## src/rtl/hps_pio_responder.sv

```systemverilog
// Avalon-MM responder for board keys, switches and LEDs on the HPS lightweight bridge.
// Synchronizes and debounces pins, captures key presses, and raises a maskable level IRQ.
module hps_pio_responder #(
  parameter int DEBOUNCE_CYCLES = 50000,
  parameter int KEY_W           = 2,
  parameter int SW_W            = 4,
  parameter int LED_W           = 8
) (
  input  logic             clk_clk,
  input  logic             reset_reset,
  input  logic [KEY_W-1:0] keys_in,
  input  logic [SW_W-1:0]  switches_in,
  output logic [LED_W-1:0] leds_out,
  input  logic [2:0]       avs_address,
  input  logic             avs_read,
  input  logic             avs_write,
  input  logic [31:0]      avs_writedata,
  output logic [31:0]      avs_readdata,
  output logic             irq
);

  localparam int CW = $clog2(DEBOUNCE_CYCLES + 1);
  localparam logic [CW-1:0] CNT_LAST = CW'(DEBOUNCE_CYCLES - 1);
  localparam logic [CW-1:0] CNT_ZERO = {CW{1'b0}};

  logic [KEY_W-1:0] key_meta, key_sync, key_db, key_db_nxt;
  logic [SW_W-1:0]  sw_meta, sw_sync, sw_db, sw_db_nxt;
  logic [CW-1:0]    key_cnt [KEY_W];
  logic [CW-1:0]    key_cnt_nxt [KEY_W];
  logic [CW-1:0]    sw_cnt [SW_W];
  logic [CW-1:0]    sw_cnt_nxt [SW_W];
  logic [KEY_W-1:0] edge_cap, edge_nxt, irq_mask, w1c_bits;
  logic [31:0]      rd_mux;
  logic             wr_led, wr_edge, wr_mask;

  // One debounce step: returns {next db, next counter}; a mismatch must persist for the full window.
  function automatic logic [CW:0] debounce_step(input logic s, input logic d, input logic [CW-1:0] c);
    if (s == d) begin
      return {d, CNT_ZERO};
    end else if (c == CNT_LAST) begin
      return {s, CNT_ZERO};
    end else begin
      return {d, c + CW'(1)};
    end
  endfunction

  always_comb begin
    key_db_nxt = key_db;
    sw_db_nxt  = sw_db;
    for (int i = 0; i < KEY_W; i++) begin
      {key_db_nxt[i], key_cnt_nxt[i]} = debounce_step(key_sync[i], key_db[i], key_cnt[i]);
    end
    for (int j = 0; j < SW_W; j++) begin
      {sw_db_nxt[j], sw_cnt_nxt[j]} = debounce_step(sw_sync[j], sw_db[j], sw_cnt[j]);
    end
  end

  assign wr_led  = avs_write && (avs_address == 3'd2);
  assign wr_edge = avs_write && (avs_address == 3'd3);
  assign wr_mask = avs_write && (avs_address == 3'd4);

  // A press landing on the same edge as a W1C keeps the bit set.
  always_comb begin
    if (wr_edge) begin
      w1c_bits = avs_writedata[KEY_W-1:0];
    end else begin
      w1c_bits = {KEY_W{1'b0}};
    end
    edge_nxt = (edge_cap & ~w1c_bits) | (key_db & ~key_db_nxt);
  end

  always_comb begin
    rd_mux = 32'h0000_0000;
    case (avs_address)
      3'd0:    rd_mux[KEY_W-1:0] = ~key_db;
      3'd1:    rd_mux[SW_W-1:0]  = sw_db;
      3'd2:    rd_mux[LED_W-1:0] = leds_out;
      3'd3:    rd_mux[KEY_W-1:0] = edge_cap;
      3'd4:    rd_mux[KEY_W-1:0] = irq_mask;
      default: rd_mux = 32'h0000_0000;
    endcase
  end

  // Input synchronizers and debouncers; keys idle high (released).
  always_ff @(posedge clk_clk) begin
    if (reset_reset) begin
      key_meta <= {KEY_W{1'b1}};
      key_sync <= {KEY_W{1'b1}};
      key_db   <= {KEY_W{1'b1}};
      sw_meta  <= {SW_W{1'b0}};
      sw_sync  <= {SW_W{1'b0}};
      sw_db    <= {SW_W{1'b0}};
      for (int i = 0; i < KEY_W; i++) key_cnt[i] <= CNT_ZERO;
      for (int j = 0; j < SW_W; j++)  sw_cnt[j]  <= CNT_ZERO;
    end else begin
      key_meta <= keys_in;
      key_sync <= key_meta;
      key_db   <= key_db_nxt;
      sw_meta  <= switches_in;
      sw_sync  <= sw_meta;
      sw_db    <= sw_db_nxt;
      for (int i = 0; i < KEY_W; i++) key_cnt[i] <= key_cnt_nxt[i];
      for (int j = 0; j < SW_W; j++)  sw_cnt[j]  <= sw_cnt_nxt[j];
    end
  end

  // Register file, read data and interrupt.
  always_ff @(posedge clk_clk) begin
    if (reset_reset) begin
      leds_out     <= {LED_W{1'b0}};
      edge_cap     <= {KEY_W{1'b0}};
      irq_mask     <= {KEY_W{1'b0}};
      avs_readdata <= 32'h0000_0000;
      irq          <= 1'b0;
    end else begin
      edge_cap <= edge_nxt;
      irq      <= |(edge_cap & irq_mask);
      if (wr_led) begin
        leds_out <= avs_writedata[LED_W-1:0];
      end
      if (wr_mask) begin
        irq_mask <= avs_writedata[KEY_W-1:0];
      end
      if (avs_read) begin
        avs_readdata <= rd_mux;
      end
    end
  end

endmodule

```

## config.mk

```make
export PLATFORM = sky130hd
export DESIGN_NAME = hps_pio_responder
export DESIGN_NICKNAME = d
export VERILOG_FILES = /design/src/rtl/hps_pio_responder.sv
export SDC_FILE = /design/constraint.sdc
export NUM_CORES = 1
export LEC_CHECK = 0
export ABC_AREA = 1
export ABC_CLOCK_PERIOD_IN_PS = 2850
export CORE_ASPECT_RATIO = 1.1
export CORE_MARGIN = 10
export CORE_UTILIZATION = 50
export CTS_CLUSTER_DIAMETER = 200
export DETAILED_ROUTE_END_ITERATION = 8
export GPL_TIMING_DRIVEN = 1
export PLACE_DENSITY = 0.76
export SYNTH_ARGS = -nofsm -noshare
export SYNTH_HDL_FRONTEND = slang
export SYNTH_SLANG_ARGS = --single-unit
```

## constraint.sdc

```tcl
create_clock -name clk_clk -period 2.85 [get_ports clk_clk]
set_input_delay 0.57 -clock clk_clk [delete_from_list [all_inputs] [get_ports clk_clk]]
set_output_delay 0.57 -clock clk_clk [all_outputs]
set_load 0.1 [all_outputs]
```

**Word-level counts from Yosys, hierarchy flattened**

Memory sizes are Yosys's and may differ from the RTL's.
Index checks and enable logic that the tools add are counted.

- Equal/unequal tests: 16
- Multiplexer cells: 25
- Reduce and logical (&&, ||, !) cells: 9
- Bitwise logic cells: 17
- Add/sub/neg operators: 6

Operators by type and width:

| kind | number |
|---|---|
| $mux W16 | 14 |
| $add A16 B1 Y16 const B | 6 |
| $eq A16 B16 Y1 const B | 6 |
| $mux W17 | 4 |
| $pmux W2 S5 | 1 |
| $reduce_and A2 Y1 | 4 |
| $and A2 B2 Y2 | 3 |
| $eq A1 B1 Y1 | 6 |
| $eq A3 B2 Y1 const B | 2 |
| $not A2 Y2 | 3 |
| $or A1 B1 Y1 | 6 |
| $mux W4 | 1 |
| $not A1 Y1 | 4 |
| $pmux W2 S2 | 1 |
| $eq A3 B1 Y1 const B | 1 |
| $eq A3 B3 Y1 const B | 1 |
| $logic_and A1 B1 Y1 | 3 |
| $logic_not A3 Y1 | 1 |
| $mux W1 | 3 |
| $mux W2 | 1 |
| $or A2 B2 Y2 | 1 |
| $reduce_or A2 Y1 | 1 |

- RAM bits: 96
- Bits in registers: 39
- Output and inout bits: 41
- Word-level logic and storage cells: 89
- Memories kept: 2

Memory list:

| name | depth | width | read ports | clocked after Yosys merged registers in | wr ports | line | text |
|---|---|---|---|---|---|---|---|
| sw_cnt | 4 | 16 | 4 | 0 | 4 | 30 | `logic [CW-1:0] sw_cnt [SW_W];` |
| key_cnt | 2 | 16 | 2 | 0 | 2 | 28 | `logic [CW-1:0] key_cnt [KEY_W];` |

**Depth between registers and ports, before layout**

Gate-level depths: netlist of run 1.
An unclocked memory read counts as a cell.

- Word-level depth: 7
- Mapped depth: 9
- Depth with buffers taken out: 9

**Worst setup path after synthesis of run 1**

No wires, ideal clock.

- Path type: register to output
- From: register leds_out[3]
- To: output port leds_out[3]
- Setup slack: 1.339 ns
- Cell stages (with the launch flop): 1
- Arrival time: 0.941 ns
- Data required time: 2.280 ns
- Buffers on the path: 0
- Cell sequence: dfxtp_1

RTL lines:

| what | line | text |
|---|---|---|
| start, declared | 13 | `output logic [LED_W-1:0] leds_out,` |
| start signal, assigned | 110 | `leds_out <= {LED_W{1'b0}};` |
| start signal, assigned | 119 | `leds_out <= avs_writedata[LED_W-1:0];` |

No word-level cell between the ends.

==> results.sh, run 1 <==
export IMPL_ctsHtreeMaxLevel=4
export IMPL_gp_congestion=0.898
export IMPL_root_buffer="clkbuf_16"
export IMPL_synth_common_cells="nand2_1 (146), dfxtp_1 (135), inv_1 (117)"
export IMPL_synth_area_mm2=0.00655
export IMPL_cp_start_kind="input port"
export IMPL_grtUsageTotal_pct=15.4
export IMPL_clk_pin_slew_ns=0.05
export IMPL_maxClockFrequency_mhz=537
export IMPL_cts_buffers_inserted=17
export IMPL_crit_type="in -> reg"
export IMPL_clock_latency_ns=0.42
export IMPL_drt_wl_total_mm=13.4
export IMPL_yosys_cell_types_count=41
export IMPL_rows=43
export IMPL_final_hold_viol_count=0
export IMPL_cts_sinks=135
export IMPL_worstSetupStartpoint="reset_reset"
export IMPL_slew_violations=0
export IMPL_post_dp_hpwl_mm=9.74
export IMPL_synth_compound_area_share_pct=9.08
export IMPL_worst_setup_path_end_kind="register"
export IMPL_min_path_type="reg -> reg"
export IMPL_hold_depth=2
export IMPL_leakagePower_nw=2.63
export IMPL_synth_seq_cells=135
export IMPL_finalSetupTns_ns=0
export IMPL_initial_core_util_pct=51.6
export IMPL_fin_skew_ns=0.00597
export IMPL_core_mm2=0.0127
export IMPL_synthXorXnorAreaFrac_pct=3.08
export IMPL_yosys_warnings=0
export IMPL_synthAdderAreaFrac_pct=1.15
export IMPL_drt_pre_antenna_iters=5
export IMPL_reg2reg_to="key_cnt[0][10]$_SDFF_PP0_"
export IMPL_post_cts_buffers=0
export IMPL_finalNetCount=993
export IMPL_diodes=0
export IMPL_final_util_pct=58.9
export IMPL_remaining_drc_errors=0
export IMPL_clockBufferDepth=2
export IMPL_finalSetupViolCount=0
export IMPL_rsz0062_at_grt="false"
export IMPL_ff2ff_path_depth=9
export IMPL_min_from="sw_meta[3]$_SDFF_PP0_"
export IMPL_first_global_vias=5223
export IMPL_maxCapViolations=0
export IMPL_status="finished clean"
export IMPL_synth_top_family_by_area="simple AND/OR/NAND/NOR gates"
export IMPL_peakVddDrop_v=0.000405
export IMPL_antenna_left=0
export IMPL_antenna_found_initial=0
export IMPL_io_buffers=37
export IMPL_synth_area_leaders="dfxtp_1 (41%), nand2_1 (8.4%), inv_1 (6.7%), nor2_1 (6.5%), nand3_1 (4.7%)"
export IMPL_route_vias_total=5583
export IMPL_cts_tree="built"
export IMPL_cp_max_fo=25
export IMPL_yosysTopAreaCell="dfxtp_1"
export IMPL_rr_startpoint="key_cnt[0][0]$_SDFF_PP0_"
export IMPL_synth_top_cell_area_share_pct=41.3
export IMPL_yosysSeqAreaShare_pct=41.3
export IMPL_vias_per_cell=5.03
export IMPL_synth_mux_area_share_pct=0
export IMPL_die_area_mm2=0.0181
export IMPL_synthArstFlopShare_pct=0
export IMPL_die_w_um=129
export IMPL_yosys_area_share_simple_pct=33.7
export IMPL_die_h_um=140
export IMPL_required_ns=3.18
export IMPL_cts_resized=0
export IMPL_worstPathArrival_ns=2.20
export IMPL_reg2reg_setup_slack_ns=1.26
export IMPL_grt_ovfl_total=0
export IMPL_period_needed_ns=1.86
export IMPL_hold_ws_ns=0.404
export IMPL_finalCritPeriodShare_pct=65.3
export IMPL_num_io_pins=86
export IMPL_syn_inst=897
export IMPL_grt_max_degree=26
export IMPL_grt_pass1_wl_mm=23.2
export IMPL_yosysMostFrequentCell="nand2_1"
export IMPL_synth_ff_type="dfxtp_1"
export IMPL_area_delta_synth_final_pct=14.2
export IMPL_wl_per_cell_um=12.0
export IMPL_drive_above_1_share_pct=13.5
export IMPL_min_to="sw_sync[3]$_SDFF_PP0_"
export IMPL_synth_edf_count=0
export IMPL_power_w=0.00442
export IMPL_dp_cells=1080
export IMPL_postCtsHoldBufs=0
export IMPL_fin_cells=1111
export IMPL_power_density_mw_per_mm2=591
export IMPL_synth_area_per_cell_um2=7.30
export IMPL_drt_iter0_markers=320
-- cell usage in the layout, fill, tap and decap left out, drive strengths merged, types with 3 or more instances in the layout --
cell           count
nand2            163
nor2             140
dfxtp            135
inv              128
a21oi             68
nand3             63
nand4             40
nor3              38
o21ai             34
conb              24
clkbuf            22
clkdlybuf4s50     20
buf               18
xor2              15
xnor2              8
or2                8
ha                 6
clkinv             5
nor3b              4
bufinv             3
-- registers in the layout, summed over array words and instances, names as in the netlist --
name and cells:
avs_readdata 8, edge_cap 2, irq 1, irq_mask 2
key_cnt 32, key_db 2, key_meta 2, key_sync 2
leds_out 8, sw_cnt 64, sw_db 4, sw_meta 4
sw_sync 4
-- routing by layer --
metal | global-route usage [%] | vias up | routed length, um
li1 | - | 2939 | -
met1 | 18.6 | 2517 | 6170
met2 | 24.6 | 109 | 6200
met3 | 4.87 | 18 | 778
met4 | 6.47 | 0 | 210
met5 | 0 | - | 0
-- report_power, final --
part / switching, W / internal (W)
Clock: 0.000774 / 0.00141
Combinational: 0.000263 / 0.0000536
Sequential: 0.0000111 / 0.00191
Total: 0.00105 / 0.00337
-- per-stage QoR --
step	cell area [um^2]	worst slack, ns
2_1_floorplan	6630	1.34
3_3_place_gp	6890	0.600
3_5_place_dp	6890	0.549
4_1_cts	7480	0.977
5_1_grt	7480	0.744
6_report	7480	0.988
-- how the worst max path moves through the flow --
stage                                           end  slack (ns)  cells after the start
final                      key_cnt[0][6]$_SDFF_PP0_        0.99                      6
after global routing        sw_cnt[3][9]$_SDFF_PP0_        0.74                      6
after CTS                  key_cnt[0][6]$_SDFF_PP0_        0.98                      6
after detailed placement   key_cnt[0][6]$_SDFF_PP0_        0.55                      6
after global placement    key_cnt[0][10]$_SDFF_PP0_        0.60                      7
after floorplan                         leds_out[3]        1.34                      0
-- area by class of cell --
class,instances,area (um^2)
Fill cell,1173,5220
Multi-Input combinational cell,621,3160
Sequential cell,135,2700
Inverter,129,489
Clock buffer,22,464
Timing Repair Buffer,38,335
Tap cell,157,196
Clock inverter,9,125
-- cells by family after synthesis --
| group | Yosys count |
|---|---|
| other | 1 |
| flip-flops | 135 |
| AND/OR/NAND/NOR | 460 |
| buffers and inverters | 164 |
| adder cells (fa/ha/maj) | 6 |
| XOR/XNOR | 23 |
| AO/OA/AOI/OAI | 108 |
-- worst max-delay path, stage by stage --
cell	delay, ns
clkdlybuf4s50_1	0.47
inv_2	0.32
o21ai_0	0.15
a21oi_1	0.24
nand2_4	0.20
nor3b_1	0.24
(Power assumes the default switching activity.)
==> run 2: changes to the inputs <==
- ABC_CLOCK_PERIOD_IN_PS: 2850 -> 1500
- PLACE_DENSITY: 0.76 -> 0.79
- clock period: 2.85 -> 1.5 ns (I/O delays scaled with it)
==> run 2 against run 1 <==
- clock skew up 0.0024 ns
- final area up 9.1%
- routed wire length up 8.8%
- critical path type is now reg -> reg
- largest cell class unchanged
- largest power group unchanged
==> results.sh, run 2 (synthesis results as in run 1) <==
export IMPL_status="finished clean"
export IMPL_postCtsHoldBufs=0
export IMPL_rsz0062_at_grt="true"
export IMPL_worst_setup_path_end_kind="register"
export IMPL_most_common_layout_cells="nand2_1 (144), dfxtp_1 (134), inv_1 (116), nor2_1 (109), nand3_1 (58)"
export IMPL_remaining_drc_errors=0
export IMPL_route_vias_total=5868
export IMPL_ctsHtreeMaxLevel=4
export IMPL_layout_commonest_cell="nand2_1"
export IMPL_finalSetupViolCount=0
export IMPL_crit_type="reg -> reg"
export IMPL_drt_wl_total_mm=14.5
export IMPL_cp_start_kind="register"
export IMPL_use_met3_pct=4.83
export IMPL_period_needed_ns=1.43
export IMPL_gp_congestion=0.900
export IMPL_maxCapViolations=0
export IMPL_power_w=0.00829
export IMPL_grt_ovfl_total=0
export IMPL_cts_sinks=135
export IMPL_final_util_pct=64.3
export IMPL_slew_violations=0
export IMPL_rr_startpoint="sw_cnt[0][0]$_SDFF_PP0_"
export IMPL_clock_latency_ns=0.42
export IMPL_area_delta_synth_final_pct=24.6
export IMPL_vias_per_cell=5.07
export IMPL_critPathSlowestCell="dfxtp_1"
export IMPL_design_area_mm2=0.00816
export IMPL_maxClockFrequency_mhz=698
export IMPL_clockBufferDepth=2
export IMPL_final_hold_viol_count=0
export IMPL_finalCritPeriodShare_pct=95.5
export IMPL_io_buffers=37
export IMPL_regMostFlops="sw_cnt"
export IMPL_die_area_mm2=0.0181
export IMPL_antenna_found_initial=0
export IMPL_cts_buffers_inserted=17
export IMPL_worstSetupStartpoint="sw_cnt[0][0]$_SDFF_PP0_"
export IMPL_drive_above_1_share_pct=19.5
export IMPL_min_path_type="in -> reg"
export IMPL_gr_max_usage_layer="met2"
export IMPL_cts_tree="built"
export IMPL_grt_pass1_wl_mm=23.7
export IMPL_met1_usage_pct=18.3
export IMPL_cp_max_fo=6
export IMPL_num_io_pins=86
export IMPL_antenna_left=0
export IMPL_clk_pin_slew_ns=0.05
export IMPL_place_area_mm2=0.00735
export IMPL_drt_pre_antenna_iters=4
export IMPL_core_mm2=0.0127
export IMPL_diodes=0
export IMPL_post_dp_hpwl_mm=10.2
export IMPL_fin_skew_ns=0.00834
export IMPL_path_buf_inv=0
export IMPL_power_density_mw_per_mm2=1020
export IMPL_leakagePower_nw=2.92
export IMPL_largest_register_ffs=64
export IMPL_die_h_um=140
export IMPL_rows=43
export IMPL_initial_core_util_pct=51.6
export IMPL_die_w_um=129
export IMPL_met2_usage_pct=26.0
export IMPL_first_global_vias=5508
export IMPL_grt_max_degree=21
export IMPL_crit_chain="ha_2, nand3_2, nor2_2, nand2_1, o21ai_0, a21oi_1"
export IMPL_required_ns=1.81
export IMPL_peakVddDrop_v=0.000678
export IMPL_drt_iter0_markers=376
export IMPL_grtUsageTotal_pct=15.6
export IMPL_reg_largest_list="sw_cnt: 64 flops, key_cnt: 32 flops"
export IMPL_min_from="switches_in[2]"
export IMPL_hold_ws_ns=0.394
export IMPL_worstPathArrival_ns=1.74
export IMPL_root_buffer="clkbuf_16"
export IMPL_finalNetCount=1042
export IMPL_path_delay_family="simple AND/OR/NAND/NOR gates"
export IMPL_slowest_delay_ns=0.35
export IMPL_wl_per_cell_um=12.5
==> run 2: cell types whose count changed in the layout (fill, tap and decap cells not counted), sizes merged <==
cell / previous run / this run
nand2: 163 / 167
clkbuf: 22 / 26
buf: 18 / 63
clkinvlp: 2 / 0
bufinv: 3 / 1
clkinv: 5 / 3
==> run 2: worst register-to-register path: cells and delay by family (launching register included) <==
family	cells	cell delay (ns)
simple gates	3	0.51
compound gates	2	0.25
fa+ha+maj	1	0.21
flops	1	0.35
==> run 2: path summary, 6_finish.rpt <==
check	endpoint	slack (ns)	depth (start not counted)
hold / removal	sw_meta[2]$_SDFF_PP0_	0.39	3
setup reg to reg	sw_cnt[0][10]$_SDFF_PP0_	0.07	6
hold reg to reg	sw_sync[2]$_SDFF_PP0_	0.41	2
setup / recovery	sw_cnt[0][10]$_SDFF_PP0_	0.07	6
==> run 2: where the power goes <==
part	total [W]	internal, W	switching [W]
Clock	0.00392	0.00251	0.00142
Sequential	0.00366	0.00363	0.0000313
Combinational	0.000708	0.000190	0.000518
Total	0.00829	0.00632	0.00197
==> run 2: final cells by class <==
class,instances,area [um^2]
clock buffer,26,519
fill,1048,4540
timing repair buffer,83,898
multi-input combinational,625,3310
clock inverter,3,40.0
tap,157,196
sequential,135,2700
inverter,129,489
==> run 2: metal layers <==
layer	part of all wire [%]	wire, um	vias up
met3	5.6	815	17
met5	0	0	-
met1	45	6550	2667
met2	48	6990	133
li1	-	-	3051
met4	1.3	182	0
==> run 2: timing repair <==
item                                    4_1_cts  5_1_grt
endpoints found under the setup margin        1       73
setup buffers                                 0       13
pin swaps                                     0        4
resized for setup                             1       29
cloned                                        0        4
==> run 2: metrics by stage <==
stage / setup TNS (ns) / setup slack (ns) / cells
3_3_place_gp: -14.36 / -0.209 / 1112
5_1_grt: -0.285 / -0.0720 / 1158
4_1_cts: 0 / 0.00588 / 1141
2_1_floorplan: 0 / 0.0243 / 920
3_5_place_dp: -18.38 / -0.260 / 1112
6_report: 0 / 0.0680 / 1158
